==> src/rtl/audio_input.sv <==
// Dual-channel PDM capture: 2-flop input sync, ones-count decimation over a 2^DECIM_BITS window,
// and a stereo sample FIFO with a registered read port and a sticky overflow flag.
module audio_input #(
    parameter int DECIM_BITS         = 8,
    parameter int FIFO_DEPTH_IN_BITS = 3
) (
    input  logic        clk,
    input  logic        reset,
    input  logic        enable,
    input  logic        ext_audio_r,
    input  logic        ext_audio_l,
    input  logic        req,
    output logic [31:0] data,
    output logic        data_valid,
    output logic        empty,
    output logic        overflow,
    input  logic        clear_overflow
);

    localparam int D     = DECIM_BITS;
    localparam int A     = FIFO_DEPTH_IN_BITS;
    localparam int DEPTH = 1 << A;

    logic [1:0]   sync_rch_r;
    logic [1:0]   sync_lch_r;
    logic [D-1:0] phase_r;
    logic [D:0]   acc_rch_r;
    logic [D:0]   acc_lch_r;
    logic [D:0]   cnt_rch_s;
    logic [D:0]   cnt_lch_s;
    logic         window_end_s;
    logic [31:0]  sample_r;
    logic         push_r;

    logic [31:0]  mem_r [DEPTH];
    logic [A-1:0] wr_ptr_r;
    logic [A-1:0] rd_ptr_r;
    logic [A:0]   count_r;
    logic [A:0]   count_next_s;
    logic         pop_s;
    logic         full_s;
    logic         push_ok_s;
    logic         drop_s;
    logic [31:0]  data_r;
    logic         data_valid_r;
    logic         empty_r;
    logic         overflow_r;

    // A full window (count 2^D) lands on bit 16 after the shift and saturates.
    function automatic logic [15:0] to_sample(input logic [D:0] c);
        logic [16:0] ext_v;
        ext_v = 17'(c) << (16 - D);
        if (ext_v[16]) begin
            return 16'hFFFF;
        end else begin
            return ext_v[15:0];
        end
    endfunction

    // Window bookkeeping: count including the current synced bit.
    always_comb begin
        cnt_rch_s    = acc_rch_r + (D+1)'(sync_rch_r[1]);
        cnt_lch_s    = acc_lch_r + (D+1)'(sync_lch_r[1]);
        window_end_s = enable && (phase_r == {D{1'b1}});
    end

    // Two-flop synchronizers for the asynchronous PDM pins.
    always_ff @(posedge clk) begin
        if (!reset) begin
            sync_rch_r <= 2'b00;
            sync_lch_r <= 2'b00;
        end else begin
            sync_rch_r <= {sync_rch_r[0], ext_audio_r};
            sync_lch_r <= {sync_lch_r[0], ext_audio_l};
        end
    end

    // Phase counter and ones accumulators; disabled capture discards the partial window.
    always_ff @(posedge clk) begin
        if (!reset || !enable) begin
            phase_r   <= '0;
            acc_rch_r <= '0;
            acc_lch_r <= '0;
        end else if (window_end_s) begin
            phase_r   <= '0;
            acc_rch_r <= '0;
            acc_lch_r <= '0;
        end else begin
            phase_r   <= phase_r + D'(1);
            acc_rch_r <= cnt_rch_s;
            acc_lch_r <= cnt_lch_s;
        end
    end

    // Converted stereo sample, pushed into the FIFO the cycle after window end.
    always_ff @(posedge clk) begin
        if (!reset) begin
            sample_r <= 32'h0000_0000;
            push_r   <= 1'b0;
        end else begin
            push_r <= window_end_s;
            if (window_end_s) begin
                sample_r <= {to_sample(cnt_rch_s), to_sample(cnt_lch_s)};
            end
        end
    end

    // FIFO control: a pop frees the slot a same-cycle push into a full FIFO needs.
    always_comb begin
        pop_s        = req && !empty_r;
        full_s       = (count_r == (A+1)'(DEPTH));
        push_ok_s    = push_r && (!full_s || pop_s);
        drop_s       = push_r && full_s && !pop_s;
        count_next_s = count_r;
        case ({push_ok_s, pop_s})
            2'b10:   count_next_s = count_r + (A+1)'(1);
            2'b01:   count_next_s = count_r - (A+1)'(1);
            default: count_next_s = count_r;
        endcase
    end

    // Sample storage write port.
    always_ff @(posedge clk) begin
        if (reset && push_ok_s) begin
            mem_r[wr_ptr_r] <= sample_r;
        end
    end

    // Pointers, occupancy, registered read port and status flags.
    always_ff @(posedge clk) begin
        if (!reset) begin
            wr_ptr_r     <= '0;
            rd_ptr_r     <= '0;
            count_r      <= '0;
            data_r       <= 32'h0000_0000;
            data_valid_r <= 1'b0;
            empty_r      <= 1'b1;
            overflow_r   <= 1'b0;
        end else begin
            if (push_ok_s) begin
                wr_ptr_r <= wr_ptr_r + A'(1);
            end
            if (pop_s) begin
                rd_ptr_r <= rd_ptr_r + A'(1);
                data_r   <= mem_r[rd_ptr_r];
            end
            count_r      <= count_next_s;
            empty_r      <= (count_next_s == '0);
            data_valid_r <= pop_s;
            if (clear_overflow) begin
                overflow_r <= 1'b0;
            end else if (drop_s) begin
                overflow_r <= 1'b1;
            end
        end
    end

    assign data       = data_r;
    assign data_valid = data_valid_r;
    assign empty      = empty_r;
    assign overflow   = overflow_r;

endmodule

==> config.mk <==
export PLATFORM = sky130hd
export DESIGN_NAME = audio_input
export DESIGN_NICKNAME = d
export VERILOG_FILES = /design/src/rtl/audio_input.sv
export SDC_FILE = /design/constraint.sdc
export NUM_CORES = 1
export LEC_CHECK = 0
export CAP_MARGIN = 0
export CORE_MARGIN = 1
export CORE_UTILIZATION = 45
export DETAILED_ROUTE_END_ITERATION = 16
export GPL_TIMING_DRIVEN = 0
export MAX_ROUTING_LAYER = met4
export SLEW_MARGIN = 15
export SYNTH_ARGS = -nofsm -noshare
export SYNTH_HDL_FRONTEND = slang
export SYNTH_SLANG_ARGS = --single-unit
==> constraint.sdc <==
create_clock -name clk -period 3.3 [get_ports clk]
set_input_delay 0.33 -clock clk [delete_from_list [all_inputs] [get_ports clk]]
set_output_delay 0.33 -clock clk [all_outputs]
set_load 0.02 [all_outputs]
==> results.toml, run 1 <==
[run_status]
status = "complete, no violations"

[worst_setup_path]
critPathBufInv = 4
path_cells = "buf_2 -> o21ai_4 -> or2_2 -> nor4_2 -> buf_2 -> buf_2 -> buf_4"
slowest_delay_ns = 0.57
reg2reg_from = "push_r$_SDFF_PN0_"
cp-start-kind = "flop"
regToRegEndpoint = "mem_r[4][7]$_DFFE_PP_"
rrSetupSlack_ns = 0.50
rr_worst_depth = 7
crit_cells = 7
endpoint_kind = "flop"
crit_type = "reg -> reg"
critPathMostFrequentCell = "buf_2"
worstPathRequired_ns = 3.51
cp.arrival_ns = 3.01
cpLargestDelayFamily = "buffers and inverters"
path_max_fanout = 10
crit_slowest_cell = "nor4_2"

[synthesis]
yosysSeqAreaShare = 0.686
yosys_warnings = 0
synth_top_area_frac = 0.500
synthTopCellsByArea = "edfxtp_1, dfxtp_1, mux4_2"
synth_edf_count = 144
syn-cell-area_um2 = 8640
yosysTopAreaCell = "edfxtp_1"
ys_ff_latch = 224
synthFlopType = "edfxtp_1"
synth.most_common_cell = "edfxtp_1"
synthCells = 542
synth_cell_type_count = 45
synthArstFlopShare = 0
postSynthAreaPerCell_um2 = 15.9
synth_commonest_cells = "edfxtp_1, dfxtp_1, mux4_2"
syn_nets = 557

[sta]
slew_headroom = 0.459
final_max_slew_viol_count = 0
period_minus_slack_ns = 2.80
rsz0062_at_grt = "no"
final_hold_viol_count = 0
fin_worst_skew_ns = 0.00760
min_period_over_period = 0.847
setup_viol = 0
fin_tns_setup_ns = 0
timing.fmax_mhz = 358
whs_ns = 0.381
worst_pin_slew_ns = 0.805
worst_slack_ns = 0.505

[placed_design]
portBuffers = 40
place.gp.congestion = 0.791
postPlaceCellArea_um2 = 9520
hpwl_mm = 12.2
dp.cells = 836
post-place-ws_ns = -0.0486

[drt]
antenna_left = 0
firstDrtPassIters = 4
drc = 0
drt-initial-drc-count = 330
wl_per_cell_um = 19.9
vias = 4855
wl_mm = 17.5
avgViaCountPerCell = 5.52

[global_routing]
grt_pass1_wl_mm = 28.0
overflow = 0
antenna_found_initial = 0
grt_use_total = 0.193
grt_pass1_vias = 5059
grt_max_degree = 14

[power]
power.leakage_nw = 3.13
vdd_ir_drop_max_v = 0.000400
p_per_area_nw_per_um2 = 631
total_power_mw = 6.51

[clock_network]
cts_hold_buffers = 0
cts_root_buffer = "clkbuf_16"
clock_path_buffers = 3
h-tree-depth = 1
post_cts_buffers = 0
cts_resized = 0
cts_sinks = 224
clkTransAtPathRegs_ns = 0.06
insertion_delay_ns = 0.50
numCtsBuffers = 24
cts_tree = "done"

[floorplanning]
fp.dieH_um = 141
die_w_um = 141
io_pins = 42
start_util = 0.460
design.die.area_um2 = 19800
core.rowCount = 50
core-area_um2 = 18800

[cells_and_area]
final_cells = 880
drive_gt1_frac = 0.238
layout.nets = 643
stdcell_area_um2 = 10300
syn_to_final_growth_pct = 19.3
fin_util = 0.549
diodes = 0

[min_path]
min_to = "overflow$_SDFFE_PP0P_"
hp-class = "in -> reg"
hold_path_depth = 2
holdCritStartpoint = "clear_overflow"

[job]
max-cap-violations = 0
[per-layer routing]
| layer | share of wire | global-route usage | wire [um] |
|---|---|---|---|
| met5 | 0 | - | 0 |
| met4 | 0.018 | 0.0561 | 321 |
| met3 | 0.044 | 0.0248 | 768 |
| met2 | 0.50 | 0.329 | 8810 |
| met1 | 0.44 | 0.242 | 7640 |
[worst reg2reg max path, stage by stage (launching register included)]
cell,delay (ns)
dfxtp_1,0.40
buf_2,0.27
o21ai_4,0.15
or2_2,0.34
nor4_2,0.57
buf_2,0.35
buf_2,0.24
buf_4,0.18
[area by class of cell]
class | instances | area [um2]
tap | 234 | 293
multi-input combinational | 273 | 2510
timing repair buffer | 60 | 543
sequential | 224 | 5930
buffer | 42 | 236
clock buffer | 37 | 702
inverter | 3 | 11.3
clock inverter | 7 | 86.3
fill | 1495 | 8460
[sequential cells by signal, summed over array words and instances, names as in the netlist]
signal / flops
data_valid: 1
count_r: 4
sync_rch_r: 2
phase_r: 8
acc_rch_r: 9
rd_ptr_r: 3
sync_lch_r: 2
push_r: 1
sample_r: 18
wr_ptr_r: 3
data: 18
mem_r: 144
empty: 1
acc_lch_r: 9
overflow: 1
[worst max-delay path by stage]
stage / from / end / slack (ns)
after floorplan: empty$_SDFF_PN1_ / mem_r[0][10]$_DFFE_PP_ / 0.02
after global placement: req / mem_r[4][25]$_DFFE_PP_ / -2.39
after detailed placement: req / mem_r[4][10]$_DFFE_PP_ / -0.05
after CTS: empty$_SDFF_PN1_ / mem_r[4][7]$_DFFE_PP_ / 0.46
after global routing: empty$_SDFF_PN1_ / mem_r[4][7]$_DFFE_PP_ / 0.32
final: push_r$_SDFF_PN0_ / mem_r[4][7]$_DFFE_PP_ / 0.50
[where the power goes]
part | internal (mW) | total [mW] | switching [mW]
logic | 0.363 | 0.781 | 0.418
registers | 3.02 | 3.09 | 0.0621
clock network | 1.62 | 2.64 | 1.02
total | 5.00 | 6.51 | 1.50
[cells by family (layout without fill, tap and decap cells)]
family,count (synthesis),in the layout,synth area share
XOR/XNOR,23,23,0.0233
adder cells (fa/ha/maj),8,8,0.0116
AND/OR/NAND/NOR,111,111,0.0731
multiplexers,55,55,0.116
AO/OA/AOI/OAI,76,76,0.0617
buffers and inverters,45,149,0.0287
flip-flops,224,224,0.686
[cells in the final DEF, fill, tap and decap left out, types with 8 or more instances in the layout]
cell | Yosys | routed
nand2_1 | 18 | 18
o221a_2 | 11 | 11
xor2_1 | 16 | 16
mux2i_1 | 19 | 19
dfxtp_1 | 80 | 80
buf_4 | 18 | 30
nor2_1 | 24 | 24
clkbuf_1 | 14 | 24
o21ai_0 | 24 | 24
mux4_2 | 36 | 36
clkdlybuf4s50_1 | 0 | 40
nand3_1 | 9 | 9
clkbuf_16 | 0 | 26
edfxtp_1 | 144 | 144
ha_1 | 8 | 8
and2_1 | 17 | 17
a21oi_1 | 24 | 24
buf_2 | 9 | 15
Note: power is estimated with default switching activity, not from simulation.
==> run 2: changes to the inputs <==
Clock period 3.3 ns to 2.6 ns, I/O delays scaled along.
==> run 2 against run 1 <==
Clock-buffer cell count unchanged. Final area is 0.27% higher. First-iteration DRC count decreased by 7.3%. Die area stayed put. Sequential cell count unchanged. Power increased by 27%. Hold slack lost 0.073 ns. Combinational power rose by 26%.
==> results.toml, run 2 (same netlist as run 1, synthesis figures left out) <==
[clock_network]
cts_sinks = 224
cts_hold_buffers = 0
clkTransAtPathRegs_ns = 0.06
cts_root_buffer = "clkbuf_16"
h-tree-depth = 1
numCtsBuffers = 24
insertion_delay_ns = 0.51
clock_path_buffers = 3
cts_tree = "done"

[floorplanning]
core-area_um2 = 18800
die_w_um = 141
fp.dieH_um = 141
io_pins = 42
core.rowCount = 50
design.die.area_um2 = 19800
start_util = 0.460

[cells_and_area]
syn_to_final_growth_pct = 19.6
multi_input_area_um2 = 2530
mostFrequentLayoutCell = "edfxtp_1"
layout.nets = 644
fin_util = 0.551
fill_cells = 1497
mostFrequentLayoutCells = "edfxtp_1, dfxtp_1, clkdlybuf4s50_1"
diodes = 0
stdcell_area_um2 = 10300
largest_register_ffs = 144
drive_gt1_frac = 0.240
regArea_um2 = 5930
regMostFlops = "mem_r"

[worst_setup_path]
path_max_fanout = 10
path_cells = "buf_2 -> o21ai_4 -> or2_2 -> nor4_4 -> clkbuf_4 -> buf_2 -> buf_4"
regToRegEndpoint = "mem_r[4][7]$_DFFE_PP_"
critPathMostFrequentCell = "buf_2"
rrSetupSlack_ns = 0.14
cp.arrival_ns = 2.68
cp-start-kind = "flop"
rr_worst_depth = 7
slowest_delay_ns = 0.40
reg2reg_from = "push_r$_SDFF_PN0_"
worstPathRequired_ns = 2.82
cpLargestDelayFamily = "buffers and inverters"
crit_type = "reg -> reg"
endpoint_kind = "flop"
critPathBufInv = 4
crit_slowest_cell = "dfxtp_1"

[drt]
drc = 0
wl_mm = 17.7
antenna_left = 0
firstDrtPassIters = 4
wl_per_cell_um = 20.0
drt-initial-drc-count = 306
avgViaCountPerCell = 5.51
vias = 4852

[job]
max-cap-violations = 0

[min_path]
min_to = "overflow$_SDFFE_PP0P_"
hold_path_depth = 2
holdCritStartpoint = "clear_overflow"
hp-class = "in -> reg"

[sta]
rsz0062_at_grt = "no"
min_period_over_period = 0.947
final_max_slew_viol_count = 0
final_hold_viol_count = 0
fin_worst_skew_ns = 0.00832
worst_pin_slew_ns = 0.787
period_minus_slack_ns = 2.46
slew_headroom = 0.476
setup_viol = 0
whs_ns = 0.308
timing.fmax_mhz = 406

[power]
p_per_area_nw_per_um2 = 799
vdd_ir_drop_max_v = 0.000508
power.leakage_nw = 3.87

[global_routing]
grt_use_total = 0.194
overflow = 0
grt_pass1_wl_mm = 28.1
grt_pass1_vias = 5057
antenna_found_initial = 0
grt_max_degree = 14

[run_status]
status = "complete, no violations"

[placed_design]
place.gp.congestion = 0.791
hpwl_mm = 12.2
portBuffers = 40
postPlaceCellArea_um2 = 9520
==> run 2: cell count changes in the layout (fill, tap and decap cells not counted), sizes merged <==
cell / change
clkbuf: +1
==> run 2: timing repair <==
action / 4_1_cts / 5_1_grt
setup endpoints to repair: 14 / 5
setup buffers: 1 / 0
pin swaps: 1 / 0
cloned: 0 / 0
gates resized for setup: 2 / 1
==> run 2: how the worst max path moves through the flow <==
stage	start	end	slack, ns	cells past startpoint
global route	empty$_SDFF_PN1_	mem_r[4][7]$_DFFE_PP_	0.01	8
floorplan	empty$_SDFF_PN1_	mem_r[0][10]$_DFFE_PP_	-0.68	5
CTS	empty$_SDFF_PN1_	mem_r[4][7]$_DFFE_PP_	0.11	8
global placement	req	mem_r[4][25]$_DFFE_PP_	-3.02	6
finish	push_r$_SDFF_PN0_	mem_r[4][7]$_DFFE_PP_	0.14	7
detailed placement	req	mem_r[4][10]$_DFFE_PP_	-0.68	9
==> run 2: through the flow <==
step	total power [mW]	instances	setup slack, ns	TNS [ns]
finish	8.26	881	0.137	0
detailed placement	4.99	836	-0.679	-11.34
floorplan	4.60	542	-0.677	-39.96
global placement	4.97	816	-3.02	-317.61
CTS	8.34	881	0.105	0
global route	8.55	881	0.0108	0
==> run 2: cell type report <==
type	instances	area share
Inverter	3	0.00109
Buffer	42	0.0229
Clock buffer	37	0.0679
Tap cell	234	0.0283
Sequential cell	224	0.573
Multi-Input combinational cell	273	0.245
Clock inverter	7	0.00835
Timing Repair Buffer	61	0.0535
==> run 2: routing by layer <==
layer / routed length (um) / vias up / GRT usage
met5: 0 / - / -
met4: 310 / 0 / 0.0543
met3: 791 / 29 / 0.0248
met2: 8920 / 114 / 0.332
met1: 7650 / 2448 / 0.243
li1: - / 2261 / -
==> run 2: power breakdown <==
group          switching [mW]  total (mW)  internal [mW]
clock                    1.31        3.36           2.06
sequential             0.0779        3.91           3.84
combinational           0.529       0.987          0.458
==> run 3: changes to the inputs <==
Settings changed: SLEW_MARGIN 15 to default.
==> run 3 against run 2 <==
Clock skew rose by 0.013 ns. Die area did not move. Routed wire length rose by 0.33%. Critical path depth did not move. Final cell count fell by 0.23%. Clock power fell by 6.0%. Via count fell by 0.68%. Power fell by 2.4%. Non-clock buffer count fell by 2. Sequential share of layout area rose by 0.10 points. Sequential power barely moved. Critical endpoint is now mem_r[4][10]$_DFFE_PP_. Highest routed layer unchanged.
==> results.toml, run 3 (same netlist as run 1, synthesis figures left out) <==
[run_status]
status = "complete, no violations"

[floorplanning]
core.rowCount = 50
io_pins = 42
start_util = 0.460
design.die.area_um2 = 19800
die_w_um = 141
fp.dieH_um = 141
core-area_um2 = 18800

[placed_design]
portBuffers = 40
place.gp.congestion = 0.791
dp.cells = 835
post-place-ws_ns = -0.489
hpwl_mm = 12.3

[sta]
worst_slack_ns = 0.154
fin_worst_skew_ns = 0.0211
min_period_over_period = 0.941
whs_ns = 0.301
slew_headroom = 0.462
period_minus_slack_ns = 2.45
final_hold_viol_count = 0
fin_tns_setup_ns = 0
timing.fmax_mhz = 409
worst_pin_slew_ns = 0.806
final_max_slew_viol_count = 0
rsz0062_at_grt = "no"
setup_viol = 0

[worst_setup_path]
worstPathRequired_ns = 2.81
slowest_delay_ns = 0.40
cp-start-kind = "flop"
path_cells = "buf_2 -> o21ai_4 -> or2_2 -> nor4_4 -> buf_4 -> buf_6 -> buf_4"
endpoint_kind = "flop"
path_max_fanout = 10
crit_type = "reg -> reg"
critPathMostFrequentCell = "buf_4"
cp.arrival_ns = 2.66
crit_slowest_cell = "dfxtp_1"

[clock_network]
numCtsBuffers = 24
cts_tree = "done"
h-tree-depth = 1
cts_hold_buffers = 0
clock_path_buffers = 3
cts_sinks = 224
post_cts_buffers = 0
clkTransAtPathRegs_ns = 0.06
insertion_delay_ns = 0.51
cts_root_buffer = "clkbuf_16"

[drt]
antenna_left = 0
drc = 0
avgViaCountPerCell = 5.48
drt-initial-drc-count = 337
wl_mm = 17.7
firstDrtPassIters = 4
wl_per_cell_um = 20.2
vias = 4819

[global_routing]
grt_pass1_wl_mm = 27.9
antenna_found_initial = 0
grt_use_total = 0.193
grt_pass1_vias = 4951
overflow = 0
grt_max_degree = 14

[power]
power.leakage_nw = 3.84
vdd_ir_drop_max_v = 0.000485
p_per_area_nw_per_um2 = 781

[cells_and_area]
drive_gt1_frac = 0.237
layout.nets = 642
regMostFlops = "mem_r"
mostFrequentLayoutCells = "edfxtp_1, dfxtp_1, clkdlybuf4s50_1"
mostFrequentLayoutCell = "edfxtp_1"
final_cells = 879
diodes = 0
syn_to_final_growth_pct = 19.4
fill_cells = 1507
largest_register_ffs = 144

[min_path]
hp-class = "in -> reg"

[job]
max-cap-violations = 0
-- run 3: final timing paths --
check | start | endpoint | slack [ns] | cells after the start
max | push_r$_SDFF_PN0_ | mem_r[4][10]$_DFFE_PP_ | 0.15 | 7
min | clear_overflow | overflow$_SDFFE_PP0P_ | 0.30 | 2
max reg2reg | push_r$_SDFF_PN0_ | mem_r[4][10]$_DFFE_PP_ | 0.15 | 7
min reg2reg | sync_rch_r[0]$_SDFF_PN0_ | sync_rch_r[1]$_SDFF_PN0_ | 0.43 | 1
-- run 3: timing repair --
action	in CTS	in global routing
endpoints found under the hold margin	0	0
endpoints found under the setup margin	5	0
resized for setup	2	0
-- run 3: area by class of cell --
class / count / area [um2] / share of cell area
plain buffers: 42 / 236 / 0.0229
multi-input cells: 273 / 2530 / 0.245
clock buffers: 33 / 656 / 0.0635
well taps: 234 / 293 / 0.0284
inverters: 3 / 11.3 / 0.00109
repair buffers: 59 / 588 / 0.0570
clock inverters: 11 / 78.8 / 0.00764
flip-flops and latches: 224 / 5930 / 0.574
-- run 3: critical path, delay by kind of cell (launching register included) --
kind                   cells  cell delay, ns
buffers and inverters      4            0.84
and+or+nand+nor            2            0.74
DFF                        1            0.40
AOI/OAI and AO/OA          1            0.15
-- run 3: where the power goes --
| part | internal (mW) | switching, mW |
|---|---|---|
| Sequential | 3.84 | 0.0785 |
| Combinational | 0.457 | 0.529 |
| Clock | 1.86 | 1.30 |
| Total | 6.15 | 1.91 |
-- run 3: metrics by stage --
stage	power, mW	util	instance area [um2]
CTS	8.14	0.550	10300
detailed placement	4.99	0.510	9570
finish	8.06	0.550	10300
floorplan	4.60	-	8640
global placement	4.97	0.497	9330
global route	8.35	0.550	10300
-- run 3: per-layer routing --
metal | GRT usage | vias to the layer above | routed length, um
met5 | - | - | 0
met4 | 0.0486 | 0 | 287
met3 | 0.0279 | 28 | 651
met2 | 0.327 | 97 | 8790
met1 | 0.246 | 2445 | 7990
li1 | - | 2249 | -
